$ cat src/rtl/control_sequencer_if.sv
// control_sequencer_if: bundle between the sequencer and its memory/register-file environment
// master: sequencer side, drives the fetch request, PC, register-file selects and strobes
// slave : environment side, drives start, instruction-memory data/ack and read-port-1 data
interface control_sequencer_if;
    logic       start;
    logic [7:0] mem_data;
    logic       mem_ack;
    logic [7:0] output1;
    logic       mem_req;
    logic [7:0] pc_out;
    logic [1:0] r_signal1;
    logic [1:0] r_signal2;
    logic [1:0] write_register_selection;
    logic       write_enable;
    logic [1:0] alu_op;
    logic       imm_select;
    logic [7:0] imm_data;
    logic       not_selection;
    logic       unconditional_br_selection;
    logic       halted;
    modport master (
        input  start, mem_data, mem_ack, output1,
        output mem_req, pc_out, r_signal1, r_signal2, write_register_selection,
               write_enable, alu_op, imm_select, imm_data, not_selection,
               unconditional_br_selection, halted
    );
    modport slave (
        output start, mem_data, mem_ack, output1,
        input  mem_req, pc_out, r_signal1, r_signal2, write_register_selection,
               write_enable, alu_op, imm_select, imm_data, not_selection,
               unconditional_br_selection, halted
    );
endinterface

$ cat src/rtl/control_sequencer.sv
// control_sequencer: multi-cycle fetch/decode/execute controller for a 4-register 8-bit datapath
// i_clk : system clock, rising edge
// i_rst : asynchronous active-high clear, forces IDLE and all outputs to zero
// bus   : master side of control_sequencer_if (start, memory handshake, register-file control)
module control_sequencer (
    input  logic                i_clk,
    input  logic                i_rst,
    control_sequencer_if.master bus
);
    typedef enum logic [2:0] {IDLE, FETCH, DECODE, FETCH_IMM, EXECUTE, WRITEBACK, HALT} state_t;
    state_t     r_state, w_next;
    logic [7:0] r_pc, r_instr, r_imm;
    logic [1:0] w_type, w_rd, w_rs, w_sub;
    logic       w_jmp, w_beqz, w_active;
    assign w_type   = r_instr[7:6];
    assign w_rd     = r_instr[5:4];
    assign w_rs     = r_instr[3:2];
    assign w_sub    = r_instr[1:0];
    assign w_jmp    = w_type == 2'b11 && w_sub == 2'b01;
    assign w_beqz   = w_type == 2'b10;
    // read selects only drive the register file while the instruction is being executed/written
    assign w_active = r_state == EXECUTE || r_state == WRITEBACK;

    always_ff @(posedge i_clk or posedge i_rst)
        if (i_rst) r_state <= IDLE;
        else       r_state <= w_next;

    always_ff @(posedge i_clk or posedge i_rst) begin
        if (i_rst) begin
            r_pc    <= 8'h00;
            r_instr <= 8'h00;
            r_imm   <= 8'h00;
        end else if (r_state == FETCH && bus.mem_ack) begin
            r_instr <= bus.mem_data;
            r_pc    <= r_pc + 8'd1;
        end else if (r_state == FETCH_IMM && bus.mem_ack) begin
            r_imm   <= bus.mem_data;
            r_pc    <= r_pc + 8'd1;
        end else if (r_state == EXECUTE && (w_jmp || (w_beqz && bus.output1 == 8'h00))) begin
            // Output1 carries register [5:4]: the jump target for JMP, the zero test for BEQZ
            r_pc    <= w_jmp ? bus.output1 : r_imm;
        end
    end

    always_comb begin
        w_next = r_state;
        case (r_state)
            IDLE:      w_next = bus.start ? FETCH : IDLE;
            FETCH:     w_next = bus.mem_ack ? DECODE : FETCH;
            DECODE:    w_next = (w_type == 2'b01 || w_beqz)  ? FETCH_IMM :
                                (w_type == 2'b11 && w_sub == 2'b10) ? HALT :
                                (w_type == 2'b11 && w_sub == 2'b11) ? FETCH : EXECUTE;
            FETCH_IMM: w_next = !bus.mem_ack ? FETCH_IMM : w_beqz ? EXECUTE : WRITEBACK;
            EXECUTE:   w_next = (w_beqz || w_jmp) ? FETCH : WRITEBACK;
            WRITEBACK: w_next = FETCH;
            HALT:      w_next = HALT;
            default:   w_next = IDLE;
        endcase
    end

    always_comb begin
        bus.mem_req                    = r_state == FETCH || r_state == FETCH_IMM;
        bus.pc_out                     = r_pc;
        bus.r_signal1                  = w_active ? w_rd : 2'b00;
        bus.r_signal2                  = w_active ? w_rs : 2'b00;
        bus.write_enable               = r_state == WRITEBACK;
        bus.write_register_selection   = r_state == WRITEBACK ? w_rd : 2'b00;
        bus.alu_op                     = (w_active && w_type == 2'b00) ? w_sub : 2'b00;
        bus.imm_select                 = r_state == WRITEBACK && w_type == 2'b01;
        bus.imm_data                   = r_imm;
        bus.not_selection              = w_active && w_type == 2'b11 && w_sub == 2'b00;
        bus.unconditional_br_selection = w_active && w_jmp;
        bus.halted                     = r_state == HALT;
    end
endmodule
$ cat src/flat_wrapper.sv
// flat-port wrapper written by rule: the top's interface ports become plain ports
module control_sequencer_flat 
  (i_clk, i_rst, bus_start, bus_mem_data, bus_mem_ack, bus_output1, bus_mem_req, bus_pc_out, bus_r_signal1, bus_r_signal2, bus_write_register_selection, bus_write_enable, bus_alu_op, bus_imm_select, bus_imm_data, bus_not_selection, bus_unconditional_br_selection, bus_halted);
  control_sequencer_if bus_i ();
  input  logic i_clk;
  input  logic i_rst;
  input wire logic [$bits(bus_i.start)-1:0] bus_start;
  input wire logic [$bits(bus_i.mem_data)-1:0] bus_mem_data;
  input wire logic [$bits(bus_i.mem_ack)-1:0] bus_mem_ack;
  input wire logic [$bits(bus_i.output1)-1:0] bus_output1;
  output wire logic [$bits(bus_i.mem_req)-1:0] bus_mem_req;
  output wire logic [$bits(bus_i.pc_out)-1:0] bus_pc_out;
  output wire logic [$bits(bus_i.r_signal1)-1:0] bus_r_signal1;
  output wire logic [$bits(bus_i.r_signal2)-1:0] bus_r_signal2;
  output wire logic [$bits(bus_i.write_register_selection)-1:0] bus_write_register_selection;
  output wire logic [$bits(bus_i.write_enable)-1:0] bus_write_enable;
  output wire logic [$bits(bus_i.alu_op)-1:0] bus_alu_op;
  output wire logic [$bits(bus_i.imm_select)-1:0] bus_imm_select;
  output wire logic [$bits(bus_i.imm_data)-1:0] bus_imm_data;
  output wire logic [$bits(bus_i.not_selection)-1:0] bus_not_selection;
  output wire logic [$bits(bus_i.unconditional_br_selection)-1:0] bus_unconditional_br_selection;
  output wire logic [$bits(bus_i.halted)-1:0] bus_halted;
  assign bus_i.start = bus_start;
  assign bus_i.mem_data = bus_mem_data;
  assign bus_i.mem_ack = bus_mem_ack;
  assign bus_i.output1 = bus_output1;
  assign bus_mem_req = bus_i.mem_req;
  assign bus_pc_out = bus_i.pc_out;
  assign bus_r_signal1 = bus_i.r_signal1;
  assign bus_r_signal2 = bus_i.r_signal2;
  assign bus_write_register_selection = bus_i.write_register_selection;
  assign bus_write_enable = bus_i.write_enable;
  assign bus_alu_op = bus_i.alu_op;
  assign bus_imm_select = bus_i.imm_select;
  assign bus_imm_data = bus_i.imm_data;
  assign bus_not_selection = bus_i.not_selection;
  assign bus_unconditional_br_selection = bus_i.unconditional_br_selection;
  assign bus_halted = bus_i.halted;
  control_sequencer u_core (.i_clk(i_clk), .i_rst(i_rst), .bus(bus_i));
endmodule
$ cat config.mk
export PLATFORM = sky130hd
export DESIGN_NAME = control_sequencer_flat
export DESIGN_NICKNAME = d
export VERILOG_FILES = /design/src/rtl/control_sequencer_if.sv /design/src/rtl/control_sequencer.sv /design/src/flat_wrapper.sv
export SDC_FILE = /design/constraint.sdc
export NUM_CORES = 1
export LEC_CHECK = 0
export ABC_AREA = 1
export CAP_MARGIN = 10
export CORE_MARGIN = 2
export CORE_UTILIZATION = 40
export CTS_BUF_LIST = sky130_fd_sc_hd__clkbuf_4
export DETAILED_ROUTE_END_ITERATION = 8
export GPL_ROUTABILITY_DRIVEN = 0
export HOLD_SLACK_MARGIN = 0.02
export PLACE_DENSITY = 0.75
export SYNTH_ARGS = -nofsm -noshare
export SYNTH_HDL_FRONTEND = slang
export SYNTH_SLANG_ARGS = --single-unit
export TNS_END_PERCENT = 5
$ cat constraint.sdc
create_clock -name i_clk -period 1.2 [get_ports i_clk]
set_input_delay 0.18 -clock i_clk [delete_from_list [all_inputs] [get_ports i_clk]]
set_output_delay 0.18 -clock i_clk [all_outputs]
set_load 0.005 [all_outputs]
* Word level (Yosys, flattened, before mapping)
Cells that the tools add are included.
** Storage, ports and cells
- Register bits :: 27
- Input port bits :: 20
- Logic and storage cells :: 58
** Cells by class
- Add/subtract/negate cells :: 1
- Equal/unequal tests :: 12
- Muxes and demuxes :: 17
- Bitwise logic cells :: 1
- Reduce and logical (&&, ||, !) cells :: 23
** Operators by type and width (number)
- $mux W8 :: 4
- $pmux W3 S7 :: 1
- $mux W3 :: 5
- $logic_and A1 B1 Y1 :: 12
- $mux W2 :: 5
- $eq A3 B3 Y1 const B :: 3
- $add A8 B1 Y8 const B :: 1
- $eq A2 B2 Y1 const B :: 4
- $logic_not A8 Y1 :: 1
- $eq A3 B2 Y1 const B :: 2
- $logic_or A1 B1 Y1 :: 5
- $eq A2 B1 Y1 const B :: 2
- $logic_not A2 Y1 :: 2
- $eq A3 B1 Y1 const B :: 1
- $logic_not A3 Y1 :: 1
- $reduce_bool A3 Y1 :: 1
- $mux W1 :: 2
- $reduce_and A2 Y1 :: 1
- $not A1 Y1 :: 1

* Depth between registers and ports, before layout
Gate-level depths: netlist of run 1.
- Depth after elaboration :: 7
- Gate-level depth with buffers :: 10
- Mapped depth without buffers :: 10

* Worst setup path before layout of run 1
No wires, ideal clock.
- Path kind :: register -> register
- From :: register u_core.r_instr[6]
- To :: register u_core.r_pc[1], in the netlist u_core.bus.pc_out[1]
- Setup time :: 116 ps
- Arrival :: 1211 ps
- Data required time :: 1084 ps
- Slack :: -127 ps
- Stages on the path, launching flop included :: 9
- Clock period less this slack :: 1327 ps
- Cells stage by stage :: dfrtp_1 > ha_1 > nand3_2 > buf_2 > o21ai_0 > nand2_1 > nand2_1 > nand2_1 > nand2_1
** Between the ends
- Cells in the longest elaborated chain, start to end :: 6
** RTL lines
- start: declaration :: line control_sequencer.sv:12 : logic [7:0] r_pc, r_instr, r_imm;
- start signal: assignment :: line control_sequencer.sv:34 : r_instr <= bus.mem_data;
- $eq A2 B2 Y1 :: line control_sequencer.sv:19 : assign w_jmp = w_type == 2'b11 && w_sub == 2'b01;
- $logic_and A1 B1 Y1 :: line control_sequencer.sv:19
- $mux W8 :: line control_sequencer.sv:41 : r_pc <= w_jmp ? bus.output1 : r_imm;
- $mux W8 :: line control_sequencer.sv:39 : end else if (r_state == EXECUTE && (w_jmp || (w_beqz && bus.output1 == 8'h00))) begin
- $mux W8 :: line control_sequencer.sv:36 : end else if (r_state == FETCH_IMM && bus.mem_ack) begin
- $mux W8 :: line control_sequencer.sv:33 : end else if (r_state == FETCH && bus.mem_ack) begin
- end signal: assignment :: line control_sequencer.sv:35 : r_pc <= r_pc + 8'd1;
- end signal: assignment :: line control_sequencer.sv:38 : r_pc <= r_pc + 8'd1;
- end signal: assignment :: line control_sequencer.sv:41
- end: declaration :: line control_sequencer.sv:12
Several ways; a longest one is shown, not always the timed one. The select of a mux whose other input is x is not followed.
A chain may end at the register's enable or synchronous reset.

* Worst setup path after layout of run 1
- From :: register u_core.r_state[1]
- To :: output port bus_alu_op[1]
** Between the ends
- Cells in the longest elaborated chain, start to end :: 4
** RTL lines
- start: declaration :: line control_sequencer.sv:11 : state_t r_state, w_next;
- start signal: assignment :: line control_sequencer.sv:26 : else r_state <= w_next;
- $eq A3 B3 Y1 :: line control_sequencer.sv:22 : assign w_active = r_state == EXECUTE || r_state == WRITEBACK;
- $logic_or A1 B1 Y1 (*) :: line control_sequencer.sv:22
- $logic_and A1 B1 Y1 (*) :: line control_sequencer.sv:68 : bus.alu_op = (w_active && w_type == 2'b00) ? w_sub : 2'b00;
- $mux W2 (*) :: line control_sequencer.sv:68
- end: declaration :: line flat_wrapper.sv:17 : output wire logic [$bits(bus_i.alu_op)-1:0] bus_alu_op;
Mark *: on every way between the ends. The rest lies on a longest branch, timed or not.

==> results of run 1 <==
[cell type report]
class / instances / share of cell area, %
clock buffers: 3 / 0.8806
clock inverters: 1 / 0.1957
inverters: 46 / 7.143
multi-input cells: 169 / 36.79
flip-flops and latches: 27 / 26.52
well taps: 50 / 2.446
repair buffers: 83 / 26.03
[per-layer routing]
layer,GRT usage (%),vias up,part of all wire (%)
li1,-,932,-
met1,24.01,829,43
met2,36.00,59,50
met3,3.634,8,5.1
met4,8.497,0,2.2
met5,0,-,0
[stage by stage]
stage / instances / total power [uW] / hold WS [ns] / setup TNS, ns / instance area (um^2)
2_1_floorplan: 246 / 3195 / 0.2327 / -0.3783 / 1757
3_5_place_dp: 370 / 4812 / 0.4787 / -11.11 / 2520
6_report: 379 / 5371 / 0.1439 / -8.920 / 2557
5_1_grt: 379 / 5872 / 0.1637 / -11.88 / 2557
3_3_place_gp: 370 / 4727 / 0.4706 / -10.42 / 2520
4_1_cts: 378 / 5345 / 0.1536 / -9.083 / 2586
[timing repair]
item | in CTS | in global routing
buffers inserted | 4 | 1
setup endpoints to repair | 49 | 54
resized for setup | 108 | 34
pin swaps | 4 | 3
[report_power, final]
| part | total (uW) | internal (uW) | switching (uW) |
|---|---|---|---|
| clock | 430 | 126 | 304 |
| combinational | 3270 | 1590 | 1680 |
| sequential | 1670 | 1310 | 362 |
| total | 5370 | 3020 | 2350 |
[placed cells by master, fill, tap and decap left out, types with 2 or more instances in the layout]
cell type and n:
nand2_2 4, buf_12 3, buf_2 14, nor2_1 11
nand4_1 2, nor2_2 4, nand3_1 16, dfrtp_1 25
clkbuf_4 3, buf_4 25, nand2_1 76, nand3_4 2
dfrtp_2 2, nor3_2 2, nand3_2 2, xnor2_1 3
o2111ai_1 2, nand2_4 3, clkdlybuf4s50_1 19, inv_1 38
ha_1 3, inv_2 6, clkbuf_2 14, nand2_8 2
inv_6 2, clkdlybuf4s15_1 2, ha_2 3, buf_6 6
o21ai_0 18, o21ai_1 10
[critical path: stages (launching register included)]
cell,delay [ns]
dfrtp_1,0.47
inv_2,0.09
nand2_2,0.06
o21ai_2,0.12
inv_2,0.06
buf_6,0.13
nor3_2,0.09
buf_2,0.14
[logic make-up (layout without fill, tap and decap cells)]
group,count (synthesis),after routing,synth area share (%)
buf+inv,50,133,12.29
flops,27,27,39.27
simple gates,126,126,31.93
compound gates,34,34,10.62
fa+ha+maj,6,6,4.364
xor+xnor,3,3,1.528
[flip-flops by register name, indices dropped and copies added, names as in the netlist]
signal               count
u_core.bus.imm_data      8
u_core.bus.pc_out        8
u_core.r_instr           8
u_core.r_state           3
[worst max path at each step]
stage                                       endpoint  slack (ns)  cells past startpoint
floorplan           u_core.bus.pc_out[3]$_DFFE_PP0P_       -0.05                      9
CTS                                    bus_alu_op[0]       -0.48                      7
global placement                       bus_alu_op[0]       -0.51                      6
detailed placement                     bus_alu_op[0]       -0.52                      6
global route                           bus_alu_op[0]       -0.57                      7
finish                                 bus_alu_op[1]       -0.49                      7
==> results by group, run 1 <==
Die
  • Die width: 69.58 um
  • Die area: just under 5000 um^2
  • # rows: 23
  • Die Span Y: just under 70 um
  • IO Pins: 50
  • Total core area: between 4000 and 5000 um^2
  • Initial core utilization: 42.40%

Placement
  • Number of port buffers: 49
  • Pre-CTS setup slack: -0.5232 ns
  • HPWL Detailed: ~3400 um

Timing
  • Worst-Margin Slew: 0.3548 ns
  • RSZ-0062 raised after global routing: true
  • Final WS setup: -0.4908 ns
  • Final Slew Violations: 0
  • Final Critical Period: between 1.5 and 2 ns
  • Maximum operating frequency: slightly below 0.6 GHz
  • Period utilisation layout: 140.9%
  • Slew margin rel.: approximately three quarters
  • Skew final: 0.004104 ns
  • Final setup fails: 32
  • Hold Vio Cnt, Final: 0

Clock network
  • Total CTS buffers: 3
  • Clk_lat worst skew: 0.35 ns
  • Hold Buf Count CTS: 0
  • Clk slew on worst S/H paths: ~0.16 ns
  • CTS tree: built
  • Sink Count: 27
  • Root buffer cell: clkbuf_4
  • Maximum clock path buffer count: 2
  • CTS HTree Levels: 1

Route
  • Drt drc: 0
  • Vias/cell: 4.823
  • Post-route ant nets: 0
  • DR pass1 iterations: 4
  • Per-cell routed wire length: 12.15 um
  • Starting DRC count in detailed routing: between 100 and 150
  • WL final: approximately 4600 um
  • Vias: between 1500 and 2000

Layout
  • Diodes inserted: 0
  • Layout cell share with drive strength beyond 1: a little under a third
  • Nets: 356
  • Multi-input logic area: about 940 um^2
  • Area Overhead vs Synth: 48.65%
  • Final core occ: ~63%
  • Storage cell area: ~680 um^2
  • Fill cells: around 380

Synthesis
  • #FFs+latches synth: 27
  • Post-synth ARST share: between 90% and 100%
  • Top cell type by total area after synthesis: dfrtp_1
  • Average cell area after synthesis: ~7.0 um^2
  • Post-synth EDFFs: 0
  • Synth warnings: 0
  • Top post-synthesis cells by area: dfrtp_1 (39%), nand2_1 (17%), inv_1 (9.4%)
  • Share of the synthesized area in the top cell type: roughly 39%
  • Count leader, synth: nand2_1
  • Mapped Area: around 1700 um^2
  • Ranking of synthesized cells by instance count: nand2_1 (79), inv_1 (43), o21ai_0 (29), dfrtp_1 (27), nand3_1 (18)
  • Main synth FF type: dfrtp_1
  • Register area share after synthesis: between 30% and 40%
  • Net count after synthesis: around 270
  • Mapped Cells: 246
  • Unique masters post-synth: 21

Worst hold path
  • Hold crit path type: primary input to async pin

Global route
  • Overall Global Routing Usage: 20.31%
  • Initial antenna violation count: 0
  • Largest net degree at the start of global routing: 28
  • Vias in the first global route: ~1800
  • Gr ovfl total: 0
  • First-pass GRT wire length: 7941 um

Critical path
  • Crit path required time: a little over 1 ns
  • Arr. time, crit path: roughly 1.5 ns
  • Critical Path Sink Type: output pin
  • Worst Setup Path Type: flip-flop to output pin
  • R2R Path End: u_core.bus.pc_out[3]$_DFFE_PP0P_
  • Worst reg2reg setup slack: -0.34 ns
  • CP startpoint: u_core.r_state[1]$_DFF_PP0_
  • Reg-to-Reg Start: u_core.r_state[0]$_DFF_PP0_
  • R2R cell count: 13
  • Top fanout value on the critical path: 6
  • CP startpoint kind: flip-flop

Run status
  • Failing checks: negative setup slack
  • Status: finished with violations

Power and ir drop
  • Leakage: about 0.0014 uW
  • Worst vdd ir: 0.9816 mV
  • PwrDens: 2100 nW/um^2

Job
  • MaxCap Viol Count: 0
Power figures use the tool's default switching activity.
==> run 2, diff against run 1 <==
- CTS_BUF_LIST: sky130_fd_sc_hd__clkbuf_4 -> not set
- MAX_ROUTING_LAYER: not set -> met4
==> run 2 against run 1 <==
The run still ends with negative setup slack left. Sequential power hardly changed. Setup slack better by 0.092 ns. Fmax is 5.8% higher. Non-clock buffer count did not move. Register-to-register slack is essentially flat. First-iteration DRC count shrank 3.8%. Count of clock-buffer cells in the layout stayed put. Critical path depth unchanged. Sequential share of layout area fell by 0.83 points. Clock skew hardly changed. Flip-flop and latch count unchanged. Largest power group unchanged. Highest routed layer unchanged.
==> results by group, run 2 (synthesized netlist as in run 1, its figures left out) <==
Route
  • WL final: 4655 um (+1.1%)
  • Per-cell routed wire length: 12.28 um (+1.1%)
  • Starting DRC count in detailed routing: 102 (-3.8%)
  • Vias/cell: 4.789 (-0.71%)
  • Vias: 1815 (-0.71%)
  • Post-route ant nets: 0 (unchanged)
  • Drt drc: 0 (unchanged)
  • DR pass1 iterations: 4 (unchanged)

Clock network
  • CTS tree: built
  • Clk slew on worst S/H paths: 0.10 ns (-0.06 ns)
  • Total CTS buffers: 3 (unchanged)
  • Sink Count: 27 (unchanged)
  • Hold Buf Count CTS: 0 (unchanged)
  • Maximum clock path buffer count: 2 (unchanged)
  • Clk_lat worst skew: 0.28 ns (-0.07 ns)
  • Root buffer cell: clkbuf_8
  • CTS HTree Levels: 1 (unchanged)

Power and ir drop
  • PwrDens: 2104 nW/um^2 (+0.17%)
  • Worst vdd ir: 0.9258 mV (-5.7%)
  • Leakage: 0.001430 uW (+2.5%)
  • Tot Pwr: 5564 uW (+3.6%)

Die
  • IO Pins: 50 (unchanged)
  • Die width: 69.58 um (unchanged)
  • # rows: 23 (unchanged)
  • Total core area: 4058 um^2 (unchanged)
  • Die area: 4841 um^2 (unchanged)
  • Initial core utilization: 42.40% (unchanged)
  • Die Span Y: 69.58 um (unchanged)

Timing
  • Maximum operating frequency: 0.6256 GHz (+5.8%)
  • Final WS setup: -0.3985 ns (+0.09234 ns)
  • Final Critical Period: 1.598 ns (-0.09234 ns)
  • Slew margin rel.: 76.63% (+0.36 points)
  • Period utilisation layout: 133.2% (-7.7 points)
  • Hold Vio Cnt, Final: 0 (unchanged)
  • Final setup fails: 32 (unchanged)
  • Worst-Margin Slew: 0.3495 ns (-0.005311 ns)
  • Skew final: 0.003871 ns (-0.0002325 ns)
  • Final Slew Violations: 0 (unchanged)
  • Post-route setup TNS: -7.706 ns (+1.214 ns)
  • RSZ-0062 raised after global routing: true

Critical path
  • Worst Setup Path Type: flip-flop to output pin
  • Top fanout value on the critical path: 6 (unchanged)
  • Arr. time, crit path: 1.42 ns (-0.09 ns)
  • CP startpoint kind: flip-flop
  • Crit path required time: 1.02 ns (about the same)
  • Worst reg2reg setup slack: -0.33 ns (about the same)
  • Critical Path Sink Type: output pin

Layout
  • Commonest non-fill, non-tap cells in the layout: nand2_1 (75), inv_1 (37), buf_4 (26), dfrtp_1 (24), clkdlybuf4s50_1 (19)
  • Commonest non-fill, non-tap cell in the layout: nand2_1
  • Nets: 356 (unchanged)
  • Layout cell share with drive strength beyond 1: 27.05% (-3.6 points)
  • Diodes inserted: 0 (unchanged)
  • Area Overhead vs Synth: 53.75%
  • Final core occ: 65.19% (+2.2 points)
  • Final std cells w/o fill: 379 (unchanged)

Global route
  • Vias in the first global route: 1832 (+0.27%)
  • Overall Global Routing Usage: 20.66% (+0.36 points)
  • First-pass GRT wire length: 7983 um (+0.53%)
  • Gr ovfl total: 0 (unchanged)
  • Initial antenna violation count: 0 (unchanged)
  • Largest net degree at the start of global routing: 28 (unchanged)

Run status
  • Status: finished with violations
  • Failing checks: negative setup slack

Placement
  • Number of port buffers: 49 (unchanged)
  • Pre-CTS setup slack: -0.5232 ns (unchanged)
  • DP Cell Count: 370 (unchanged)
  • HPWL Detailed: 3436 um (unchanged)

Job
  • MaxCap Viol Count: 0 (unchanged)

Worst hold path
  • Hold crit path type: primary input to async pin
run 2: cell types whose count changed in the layout (fill, tap and decap cells not counted), sizes merged:
cell	change
clkbuf	-12
buf	-3
dlygate4sd2	+13
clkdlybuf4s15	+2
run 2: repair_timing:
action | CTS | global route
pin swaps | 6 | 2
endpoints found under the setup margin | 48 | 45
gates resized for setup | 89 | 25
buffers inserted | 4 | 1
run 2: final cells by class:
type / instances / area (um^2)
inverters: 46 / 182.7
fillers: 354 / 1413
repair buffers: 83 / 720.7
flip-flops and latches: 27 / 679.4
multi-input cells: 169 / 953.4
well taps: 50 / 62.56
clock buffers: 3 / 41.29
clock inverters: 1 / 5.005
run 2: worst max-delay path, stage by stage, from the launching register on:
cell	delay, ns
dfrtp_1	0.45
inv_2	0.09
nand2_2	0.06
o21ai_2	0.12
inv_2	0.06
buf_6	0.13
nor3_2	0.09
buf_2	0.14
run 2: where the power goes:
group          internal (uW)  total [uW]  leakage, uW  switching [uW]
clock                    233         541    0.0000255             308
sequential              1310        1680     0.000339             363
combinational           1650        3350      0.00107            1690
total                   3200        5560      0.00143            2360
run 2: through the flow:
step	instance area, um^2	hold WS (ns)
finish	2645	0.2284
global route	2645	0.2480
CTS	2604	0.2358
detailed placement	2520	0.4787
global placement	2520	0.4706
floorplan	1757	0.2327
run 2: path summary, 6_finish.rpt:
check	depth (start not counted)	endpoint	from
min reg2reg	2	u_core.r_instr[5]$_DFFE_PP0P_	u_core.r_instr[5]$_DFFE_PP0P_
max in group asynchronous	3	u_core.bus.pc_out[2]$_DFFE_PP0P_	i_rst
min	3	u_core.bus.pc_out[7]$_DFFE_PP0P_	i_rst
max	7	bus_alu_op[1]	u_core.r_state[1]$_DFF_PP0_
min in group i_clk	3	u_core.r_instr[7]$_DFFE_PP0P_	bus_mem_data[7]
max reg2reg	13	u_core.bus.pc_out[3]$_DFFE_PP0P_	u_core.r_state[0]$_DFF_PP0_
run 2: per-layer routing:
layer / vias up / GRT usage (%) / share of wire, %
met1: 812 / 24.84 / 43
met2: 60 / 36.11 / 50
met5: - / - / 0
met4: 0 / 5.882 / 1.5
li1: 933 / - / -
met3: 10 / 2.907 / 5.4
==> run 3, diff against run 2 <==
- SKIP_CTS_REPAIR_TIMING: not set -> 1
==> run 3 against run 2 <==
The flow still finishes with violations (negative setup slack). Die area is the same. Clock skew down 0.0021 ns. Worst hold slack improved by 0.0023 ns. Fmax is 2.4% lower. Register-to-register slack gained 0.11 ns. Combinational power increased by 2%. Count of clock-buffer cells in the layout is the same. Global-route usage is 0.88 points lower. Non-clock buffer count decreased by 1. Total power up 1.3%. Clock power barely moved. Highest routed layer unchanged.
==> results by group, run 3 (synthesized netlist as in run 1, its figures left out) <==
Route
  • Post-route ant nets: 0 (unchanged)
  • Per-cell routed wire length: 11.88 um (-3.3%)
  • Drt drc: 0 (unchanged)
  • Vias: 1774 (-2.3%)
  • Vias/cell: 4.693 (-2.0%)
  • WL final: 4490 um (-3.5%)
  • Starting DRC count in detailed routing: 94 (-7.8%)
  • DR pass1 iterations: 4 (unchanged)

Layout
  • Multi-input logic area: 949.7 um^2 (-0.39%)
  • Storage cell area: 675.6 um^2 (-0.55%)
  • Layout cell share with drive strength beyond 1: 23.17% (-3.9 points)
  • Commonest non-fill, non-tap cell in the layout: nand2_1
  • Final std cells w/o fill: 378 (-0.26%)
  • Final core occ: 66.11% (+0.93 points)
  • Fill cells: 343 (-3.1%)
  • Area Overhead vs Synth: 55.93%
  • Nets: 355 (-0.28%)
  • Diodes inserted: 0 (unchanged)
  • Commonest non-fill, non-tap cells in the layout: nand2_1 (74), inv_1 (39), clkdlybuf4s50_1 (35), dfrtp_1 (27), buf_4 (24)

Clock network
  • Total CTS buffers: 3 (unchanged)
  • Maximum clock path buffer count: 2 (unchanged)
  • Sink Count: 27 (unchanged)
  • CTS HTree Levels: 1 (unchanged)
  • Clk_lat worst skew: 0.28 ns (about the same)
  • Clk slew on worst S/H paths: 0.10 ns (about the same)
  • Root buffer cell: clkbuf_8
  • CTS tree: built

Power and ir drop
  • Leakage: 0.001488 uW (+4.1%)
  • PwrDens: 2100 nW/um^2 (-0.16%)
  • Worst vdd ir: 1.071 mV (+16%)

Critical path
  • CP startpoint: u_core.r_state[1]$_DFF_PP0_
  • Worst Setup Path Type: flip-flop to output pin
  • Worst reg2reg setup slack: -0.22 ns (+0.11 ns)
  • R2R cell count: 12 (-1)
  • Critical Path Sink Type: output pin
  • R2R Path End: u_core.bus.pc_out[3]$_DFFE_PP0P_
  • Arr. time, crit path: 1.46 ns (+0.04 ns)
  • CP startpoint kind: flip-flop
  • Crit path required time: 1.02 ns (about the same)
  • Reg-to-Reg Start: u_core.r_state[0]$_DFF_PP0_
  • Top fanout value on the critical path: 3 (-3)

Placement
  • HPWL Detailed: 3436 um (unchanged)
  • Number of port buffers: 49 (unchanged)
  • DP Cell Count: 370 (unchanged)

Die
  • Die Span Y: 69.58 um (unchanged)
  • IO Pins: 50 (unchanged)
  • # rows: 23 (unchanged)
  • Total core area: 4058 um^2 (unchanged)
  • Die area: 4841 um^2 (unchanged)
  • Initial core utilization: 42.40% (unchanged)
  • Die width: 69.58 um (unchanged)

Timing
  • Hold Vio Cnt, Final: 0 (unchanged)
  • RSZ-0062 raised after global routing: true
  • Worst-Margin Slew: 0.3071 ns (-0.04243 ns)
  • Skew final: 0.001746 ns (-0.002125 ns)
  • Period utilisation layout: 136.4% (+3.2 points)
  • Final WS setup: -0.4373 ns (-0.03879 ns)
  • Maximum operating frequency: 0.6108 GHz (-2.4%)
  • Final Slew Violations: 0 (unchanged)
  • Final Critical Period: 1.637 ns (+0.03879 ns)
  • Slew margin rel.: 79.47% (+2.8 points)
  • Final setup fails: 48 (+50%)

Global route
  • Largest net degree at the start of global routing: 28 (unchanged)
  • Gr ovfl total: 0 (unchanged)
  • Vias in the first global route: 1749 (-4.5%)
  • Initial antenna violation count: 0 (unchanged)
  • First-pass GRT wire length: 7583 um (-5.0%)
  • Overall Global Routing Usage: 19.78% (-0.88 points)

Run status
  • Status: finished with violations
  • Failing checks: negative setup slack

Worst hold path
  • Hold crit path type: primary input to async pin

Job
  • MaxCap Viol Count: 0 (unchanged)
-- run 3: critical path, cell delays in order, from the launching register on --
cell and delay (ns):
dfrtp_1 0.43, inv_2 0.08, nand2_2 0.06, o21ai_2 0.14, inv_2 0.07, buf_6 0.12, buf_6 0.10, nor2_2 0.07
buf_2 0.11
-- run 3: area by class of cell --
cell class | instances | share of cell area [%]
Clock buffer | 3 | 1.539
Clock inverter | 1 | 0.1866
Inverter | 46 | 6.530
Multi-Input combinational cell | 169 | 35.40
Sequential cell | 27 | 25.19
Tap cell | 50 | 2.332
Timing Repair Buffer | 82 | 28.82
-- run 3: power by group --
part	internal (uW)	total [uW]	switching, uW
clock	233	539	305
combinational	1800	3430	1630
sequential	1310	1670	361
-- run 3: how the worst max path moves through the flow --
stage / endpoint / slack, ns / cells after the start
finish: bus_r_signal1[1] / -0.44 / 8
global route: bus_r_signal1[1] / -0.53 / 8
CTS: bus_alu_op[0] / -0.85 / 6
detailed placement: bus_alu_op[0] / -0.52 / 6
global placement: bus_alu_op[0] / -0.51 / 6
floorplan: u_core.bus.pc_out[3]$_DFFE_PP0P_ / -0.05 / 9
-- run 3: stage by stage --
stage | setup TNS [ns] | hold WS (ns) | power [uW] | worst slack (ns) | instance area (um^2)
floorplan | -0.3783 | 0.2327 | 3195 | -0.04802 | 1757
detailed placement | -11.11 | 0.4787 | 4812 | -0.5232 | 2520
CTS | -17.84 | 0.2358 | 5365 | -0.8475 | 2566
global placement | -10.42 | 0.4706 | 4727 | -0.5129 | 2520
finish | -9.225 | 0.2307 | 5635 | -0.4373 | 2683
global route | -13.70 | 0.2479 | 6170 | -0.5308 | 2683
-- run 3: per-layer routing --
layer | track usage, % | routed length (um) | vias to the layer above
li1 | - | - | 932
met1 | 24.10 | 1964 | 775
met2 | 34.40 | 2195 | 59
met3 | 2.762 | 254 | 8
met4 | 5.229 | 76 | 0
met5 | - | 0 | -
